[src/rtl/mips_pkg.sv]
// Shared encodings for the multi-cycle MIPS control unit: opcodes, FSM states
// and the datapath mux select values.
package mips_pkg;

   localparam logic [5:0] OP_RTYPE = 6'b000000;
   localparam logic [5:0] OP_LW    = 6'b100011;
   localparam logic [5:0] OP_SW    = 6'b101011;
   localparam logic [5:0] OP_BEQ   = 6'b000100;
   localparam logic [5:0] OP_ADDI  = 6'b001000;
   localparam logic [5:0] OP_J     = 6'b000010;

   typedef enum logic [3:0] {
      S_FETCH  = 4'd0,
      S_DECODE = 4'd1,
      S_MEMADR = 4'd2,
      S_MEMRD  = 4'd3,
      S_MEMWB  = 4'd4,
      S_MEMWR  = 4'd5,
      S_EXEC   = 4'd6,
      S_ALUWB  = 4'd7,
      S_BRANCH = 4'd8,
      S_ADDIEX = 4'd9,
      S_ADDIWB = 4'd10,
      S_JUMP   = 4'd11
   } state_t;

   localparam logic [1:0] ALU_ADD   = 2'b00;
   localparam logic [1:0] ALU_SUB   = 2'b01;
   localparam logic [1:0] ALU_FUNCT = 2'b10;

   localparam logic [1:0] SRCB_B     = 2'b00;
   localparam logic [1:0] SRCB_FOUR  = 2'b01;
   localparam logic [1:0] SRCB_IMM   = 2'b10;
   localparam logic [1:0] SRCB_IMMSH = 2'b11;

   localparam logic [1:0] PCSRC_ALU    = 2'b00;
   localparam logic [1:0] PCSRC_ALUOUT = 2'b01;
   localparam logic [1:0] PCSRC_JUMP   = 2'b10;

   // States that drive a memory strobe and may stretch on slow memory
   function automatic logic is_mem_state(input state_t s);
      return (s == S_FETCH) || (s == S_MEMRD) || (s == S_MEMWR);
   endfunction

endpackage

[src/rtl/mem_wait_timer.sv]
// Wait-state counter for memory states; built only when MC_MEM_WAIT_EN is defined.
// expired is high in the MAX_WAIT-th consecutive waiting cycle.
`ifdef MC_MEM_WAIT_EN
module mem_wait_timer #(
   parameter int MAX_WAIT = 15
) (
   input  logic clk,
   input  logic reset,
   input  logic clear,
   input  logic enable,
   output logic expired
);

   localparam int CW = $clog2(MAX_WAIT + 1);

   logic [CW-1:0] count_r;

   assign expired = enable & (count_r == CW'(MAX_WAIT - 1));

   // Count waiting cycles; restart on leaving the wait or on expiry
   always_ff @(posedge clk) begin
      if (reset || clear || expired) begin
         count_r <= {CW{1'b0}};
      end else if (enable) begin
         count_r <= count_r + CW'(1);
      end else begin
         count_r <= count_r;
      end
   end

endmodule
`endif

[src/rtl/mips_mc_control.sv]
// Multi-cycle MIPS control FSM. Optional wait-state handshake on FETCH/MEMRD/MEMWR
// is enabled by defining MC_MEM_WAIT_EN.
module mips_mc_control
   import mips_pkg::*;
#(
   parameter int MAX_WAIT = 15
) (
   input  logic       clk,
   input  logic       reset,
   input  logic [5:0] opcode,
   input  logic       zero,
   input  logic       mem_ready,
   output logic       pc_en,
   output logic       ir_en,
   output logic       mdr_en,
   output logic       ab_en,
   output logic       aluout_en,
   output logic       reg_write,
   output logic       mem_read,
   output logic       mem_write,
   output logic       iord,
   output logic       reg_dst,
   output logic       mem_to_reg,
   output logic       alu_src_a,
   output logic [1:0] alu_src_b,
   output logic [1:0] alu_op,
   output logic [1:0] pc_src,
   output logic       illegal_op,
   output logic       mem_timeout,
   output logic [3:0] state
);

   state_t state_r, next_s;
   logic   ready_s, timeout_s;

`ifdef MC_MEM_WAIT_EN
   logic wait_s, expired_s;

   assign ready_s   = mem_ready;
   assign wait_s    = is_mem_state(state_r) & ~mem_ready;
   assign timeout_s = expired_s;

   mem_wait_timer #(.MAX_WAIT(MAX_WAIT)) u_wait_timer (
      .clk     (clk),
      .reset   (reset),
      .clear   (~wait_s),
      .enable  (wait_s),
      .expired (expired_s)
   );
`else
   logic unused_s;

   assign ready_s   = 1'b1;
   assign timeout_s = 1'b0;
   assign unused_s  = mem_ready & (MAX_WAIT > 0);
`endif

   assign state = state_r;

   // State register
   always_ff @(posedge clk) begin
      if (reset) begin
         state_r <= S_FETCH;
      end else begin
         state_r <= next_s;
      end
   end

   // Next-state and output decode; everything held low while reset is asserted
   always_comb begin
      next_s      = state_r;
      pc_en       = 1'b0;
      ir_en       = 1'b0;
      mdr_en      = 1'b0;
      ab_en       = 1'b0;
      aluout_en   = 1'b0;
      reg_write   = 1'b0;
      mem_read    = 1'b0;
      mem_write   = 1'b0;
      iord        = 1'b0;
      reg_dst     = 1'b0;
      mem_to_reg  = 1'b0;
      alu_src_a   = 1'b0;
      alu_src_b   = SRCB_B;
      alu_op      = ALU_ADD;
      pc_src      = PCSRC_ALU;
      illegal_op  = 1'b0;
      mem_timeout = 1'b0;
      if (reset) begin
         next_s = S_FETCH;
      end else begin
         mem_timeout = timeout_s;
         case (state_r)
            S_FETCH: begin
               mem_read  = 1'b1;
               ir_en     = ready_s;
               pc_en     = ready_s;
               alu_src_b = SRCB_FOUR;
               pc_src    = PCSRC_ALU;
               if (ready_s && !timeout_s) next_s = S_DECODE;
               else                       next_s = S_FETCH;
            end
            S_DECODE: begin
               ab_en     = 1'b1;
               aluout_en = 1'b1;
               alu_src_b = SRCB_IMMSH;
               case (opcode)
                  OP_LW, OP_SW: next_s = S_MEMADR;
                  OP_RTYPE:     next_s = S_EXEC;
                  OP_BEQ:       next_s = S_BRANCH;
                  OP_ADDI:      next_s = S_ADDIEX;
                  OP_J:         next_s = S_JUMP;
                  default: begin
                     next_s     = S_FETCH;
                     illegal_op = 1'b1;
                  end
               endcase
            end
            S_MEMADR: begin
               alu_src_a = 1'b1;
               alu_src_b = SRCB_IMM;
               aluout_en = 1'b1;
               if (opcode == OP_SW) next_s = S_MEMWR;
               else                 next_s = S_MEMRD;
            end
            S_MEMRD: begin
               mem_read = 1'b1;
               iord     = 1'b1;
               mdr_en   = ready_s;
               if (timeout_s)    next_s = S_FETCH;
               else if (ready_s) next_s = S_MEMWB;
               else              next_s = S_MEMRD;
            end
            S_MEMWB: begin
               reg_write  = 1'b1;
               mem_to_reg = 1'b1;
               next_s     = S_FETCH;
            end
            S_MEMWR: begin
               mem_write = 1'b1;
               iord      = 1'b1;
               if (timeout_s || ready_s) next_s = S_FETCH;
               else                      next_s = S_MEMWR;
            end
            S_EXEC: begin
               alu_src_a = 1'b1;
               alu_op    = ALU_FUNCT;
               aluout_en = 1'b1;
               next_s    = S_ALUWB;
            end
            S_ALUWB: begin
               reg_write = 1'b1;
               reg_dst   = 1'b1;
               next_s    = S_FETCH;
            end
            S_BRANCH: begin
               alu_src_a = 1'b1;
               alu_op    = ALU_SUB;
               pc_src    = PCSRC_ALUOUT;
               pc_en     = zero;
               next_s    = S_FETCH;
            end
            S_ADDIEX: begin
               alu_src_a = 1'b1;
               alu_src_b = SRCB_IMM;
               aluout_en = 1'b1;
               next_s    = S_ADDIWB;
            end
            S_ADDIWB: begin
               reg_write = 1'b1;
               next_s    = S_FETCH;
            end
            S_JUMP: begin
               pc_src = PCSRC_JUMP;
               pc_en  = 1'b1;
               next_s = S_FETCH;
            end
            default: begin
               next_s = S_FETCH;
            end
         endcase
      end
   end

endmodule

[config.mk]
export PLATFORM = sky130hd
export DESIGN_NAME = mips_mc_control
export DESIGN_NICKNAME = d
export VERILOG_FILES = /design/src/rtl/mips_pkg.sv /design/src/rtl/mem_wait_timer.sv /design/src/rtl/mips_mc_control.sv
export SDC_FILE = /design/constraint.sdc
export NUM_CORES = 1
export LEC_CHECK = 0
export BUFFER_PORTS_ARGS = -buffer_cell sky130_fd_sc_hd__clkbuf_2
export CORE_AREA = 2 2 39 41
export DETAILED_ROUTE_END_ITERATION = 7
export DIE_AREA = 0 0 41 43
export MAX_ROUTING_LAYER = met4
export PLACE_DENSITY = 0.81
export SLEW_MARGIN = 20
export SYNTH_ARGS = -nofsm -noshare
export SYNTH_HDL_FRONTEND = slang
export SYNTH_HIERARCHICAL = 1
export SYNTH_SLANG_ARGS = --single-unit
[constraint.sdc]
create_clock -name clk -period 2.3 [get_ports clk]
set_clock_uncertainty 0.2 [all_clocks]
set_input_delay 0.575 -clock clk [delete_from_list [all_inputs] [get_ports clk]]
set_output_delay 0.575 -clock clk [all_outputs]
set_load 0.02 [all_outputs]
==> impl_summary.md <==
Route
The total vias in the final route is 703. In the final routed layout, each cell accounts on average for 11.85 um. The length of routed wiring on met1 is 674 um. The routed design uses 792 um of met2 wire.

The post-detailed-route DRC marker count is 0. The via count normalized by instance count is 5.408. The total met3 wirelength after detailed routing is 74 um. The first TritonRoute pass finished after 4 iterations. The number of nets still failing antenna checks after routing is 0. The uppermost signal routing layer after detailed routing is met3. The detailed router finished its first iteration with 10 violations.

Wires add up to 1.541 mm.

Yosys
Counting flops and latches in the post-synthesis netlist gives 4. Synthesis produced 78 cells. The fraction of the yosys area taken by sequential cells is 0.1461.

Synthesis produced a netlist with a net count of 88. In this run the mean area of a mapped cell was 7.026 sq um. The number of distinct standard cells referenced by the synthesized netlist is 35. For this run, the number of Yosys warnings is 6. The combined area of all synthesized cells is 548.0 sq um.

Die
The die covers 0.001763 sq mm. The die outline height is 43 um. The number of I/O pins is 34.

The initial utilization of the core area, before any placement, comes to 0.3960. The total area inside the core boundary comes to 0.001384 sq mm. Measured along the x axis, the die boundary spans 41 um. The number of placement rows is 14.

Pwr
For this design the static power due to leakage is 0.3515 nW. For this design the ratio of total power to cell area is 327.5 mW/mm^2. IR analysis of the VDD net gives a maximum drop of 0.0002120 V. Power comes to 261.9 uW.

Critical path
The worst setup path category is input pin to output port. Among all stages on the critical path, the largest delay is contributed by sky130_fd_sc_hd__or2_1. Of all nets on the critical path, the largest fanout is 3. The most numerous cell type found on the critical path is sky130_fd_sc_hd__clkbuf_2. The kind of launch point of the worst setup path is an input pin.

STA classifies the critical path endpoint as an output port. The maximum single-stage delay on the critical path is 0.25 ns. At the worst endpoint, the required time is 1.52 ns. The endpoint arrival time on the critical path is 1.45 ns. The critical path goes through clkbuf_2 -> nand2b_1 -> or2_1 -> nor3_1 -> clkbuf_2.

Placed design
Including well taps, the total number of placed cells is 127. The wire-length estimate of the detail-placed layout is 1.188 mm. In this run the tool buffered the top-level ports with 31 buffer cells. The final weighted congestion in routability-driven placement is 0.8394.

CTS
CTS built an H-tree with a depth of 1. The number of hold-repair buffers added at the cts stage is 0. The TritonCTS sink count is 4. The clock tree buffer depth is 2. TritonCTS built the clock tree. Counting the buffers created by CTS gives 3.

At the later pin of the worst-skew pair, clock insertion delay measures 0.23 ns. The number of post-CTS setup repair buffers is 0. Clock-pin slew was measured on the worst setup and hold paths at 0.04 ns. The CTS root buffer is sky130_fd_sc_hd__clkbuf_4.

Run
Max-cap violations in this run came to 0.

Global routing
The total overflow left after global routing is 0. The initial antenna violation count was 0. The largest net degree at the start of global routing is 13. For this run, the total global-route usage over all layers was measured as 0.1786.

The first-pass GRT wire length is 2.221 mm. The number of global-route vias before repair is 561.

Final layout
The layout overhead on the synthesized area is 45.89%. The final-layout fill cell count is 129. The register with the most flip-flops in the layout has 4 of them. The filler-free cell count of the finished design is 130. The footprint of the multi-input gates is 444.2 sq um. In the final layout, the share of cells above drive strength 1 is 0.5088. The area used by sequential logic in the layout is 86.33 sq um. The repair_antennas step left the layout with diodes totalling 0. The net count reported at finish is 126.

Timing
The hold slack is 0.3574 ns. After layout, the minimum clock period comes to 2.228 ns. The maximum clock frequency is 0.4489 GHz. The max-slew violation count is 0. The setup-violating endpoint count in the final report is 0. Of the available clock period, the critical path in the final layout requires 0.9686. The number of endpoints with negative hold slack in the final report is 0. Setup repair after global routing could not meet its margin everywhere.

Status
The flow ran to the end, and the final reports show no timing, DRC or antenna violations.

Min path
In this run the worst hold path is classified as register to register.
## final timing paths
| check | startpoint | endpoint | slack [ns] | cells after the start |
|---|---|---|---|---|
| worst max-delay path | reset | mdr_en | 0.07 | 5 |
| worst max register to register | state[1]$_SDFF_PP0_ | state[0]$_SDFF_PP0_ | 0.62 | 5 |
| worst min register to register | state[3]$_SDFF_PP0_ | state[0]$_SDFF_PP0_ | 0.36 | 1 |
| worst min-delay path | state[3]$_SDFF_PP0_ | state[0]$_SDFF_PP0_ | 0.36 | 1 |
## metrics by stage
step / TNS, ns / area (sq um) / utilization / worst slack [ns]
floorplan: -0.1356 / 559.3 / - / -0.1322
global placement: 0 / 747.0 / 0.5398 / 0.03334
detailed placement: 0 / 747.0 / 0.5398 / 0.02144
CTS: 0 / 772.0 / 0.5579 / 0.008301
global route: -0.02473 / 799.5 / 0.5778 / -0.02473
finish: 0 / 799.5 / 0.5778 / 0.07223
## placed cells by master (no fill, tap or decap), types with 3 or more instances in the layout
cell type / instances
sky130_fd_sc_hd__buf_4: 8
sky130_fd_sc_hd__nor3_1: 7
sky130_fd_sc_hd__nand2b_1: 4
sky130_fd_sc_hd__a31oi_1: 3
sky130_fd_sc_hd__nor2_1: 8
sky130_fd_sc_hd__xor2_1: 3
sky130_fd_sc_hd__clkbuf_4: 3
sky130_fd_sc_hd__clkbuf_2: 31
sky130_fd_sc_hd__nor4_1: 3
sky130_fd_sc_hd__nor2_2: 4
sky130_fd_sc_hd__a21oi_1: 4
## what timing repair did
item,in CTS,in global routing
gates resized for setup,2,6
setup endpoints to repair,4,3
pin swaps,0,0
## logic make-up (layout without fill, tap and decap cells)
group,count (synthesis),count (layout),share of synthesized area
compound gates,18,18,0.2329
xor+xnor,4,4,0.06394
buf+inv,9,45,0.1073
flops,4,4,0.1461
other cells,1,1,0.006843
simple gates,42,42,0.4429
## Yosys cell counts
library cell,count,area share
sky130_fd_sc_hd__a2111oi_0,1,0.016
sky130_fd_sc_hd__a2111oi_2,1,0.027
sky130_fd_sc_hd__a21oi_1,4,0.037
sky130_fd_sc_hd__a31oi_1,3,0.034
sky130_fd_sc_hd__and2_1,2,0.023
sky130_fd_sc_hd__and3_1,1,0.011
sky130_fd_sc_hd__and3_4,1,0.021
sky130_fd_sc_hd__buf_2,3,0.027
sky130_fd_sc_hd__buf_4,1,0.014
sky130_fd_sc_hd__buf_6,1,0.021
sky130_fd_sc_hd__clkbuf_8,1,0.025
sky130_fd_sc_hd__conb_1,1,0.0068
sky130_fd_sc_hd__dfxtp_1,4,0.15
sky130_fd_sc_hd__inv_1,2,0.014
sky130_fd_sc_hd__inv_2,1,0.0068
sky130_fd_sc_hd__nand2b_1,4,0.046
sky130_fd_sc_hd__nand2b_2,1,0.016
sky130_fd_sc_hd__nand3_1,2,0.018
sky130_fd_sc_hd__nand3_2,1,0.018
sky130_fd_sc_hd__nand4_1,1,0.011
sky130_fd_sc_hd__nor2_1,9,0.062
sky130_fd_sc_hd__nor2_2,3,0.034
sky130_fd_sc_hd__nor3_1,8,0.073
sky130_fd_sc_hd__nor4_1,5,0.057
sky130_fd_sc_hd__nor4b_1,1,0.016
sky130_fd_sc_hd__o2111ai_1,1,0.016
sky130_fd_sc_hd__o211ai_1,2,0.027
sky130_fd_sc_hd__o21ai_0,2,0.018
sky130_fd_sc_hd__o21ba_1,1,0.018
sky130_fd_sc_hd__o21bai_1,2,0.027
sky130_fd_sc_hd__o22ai_1,1,0.011
sky130_fd_sc_hd__or2_1,2,0.023
sky130_fd_sc_hd__or4_1,1,0.014
sky130_fd_sc_hd__xnor2_1,1,0.016
sky130_fd_sc_hd__xor2_1,3,0.048
## critical path: cells and delay by family
| family | cells | cell delay [ns] |
|---|---|---|
| simple gates | 3 | 0.57 |
| buf+inv | 2 | 0.30 |
## routing by layer
layer | global-route usage | vias up
met3 | 0.01571 | 0
met2 | 0.3063 | 24
met5 | - | -
met4 | 0.04000 | 0
li1 | - | 360
met1 | 0.2141 | 319
## area by class of cell
| class | instances | share of cell area |
|---|---|---|
| sequential | 4 | 0.1080 |
| inverter | 3 | 0.01408 |
| clock buffer | 3 | 0.02817 |
| tap | 16 | 0.02504 |
| multi-input combinational | 65 | 0.5556 |
| timing repair buffer | 39 | 0.2692 |
## report_power, final
| group | switching [mW] | internal [mW] | leakage [nW] |
|---|---|---|---|
| combinational | 0.0577 | 0.0380 | 0.304 |
| sequential | 0.00831 | 0.0715 | 0.0341 |
| clock | 0.0279 | 0.0583 | 0.0138 |
| total | 0.0940 | 0.168 | 0.351 |
No activity file was read; power rests on OpenSTA's default activity.
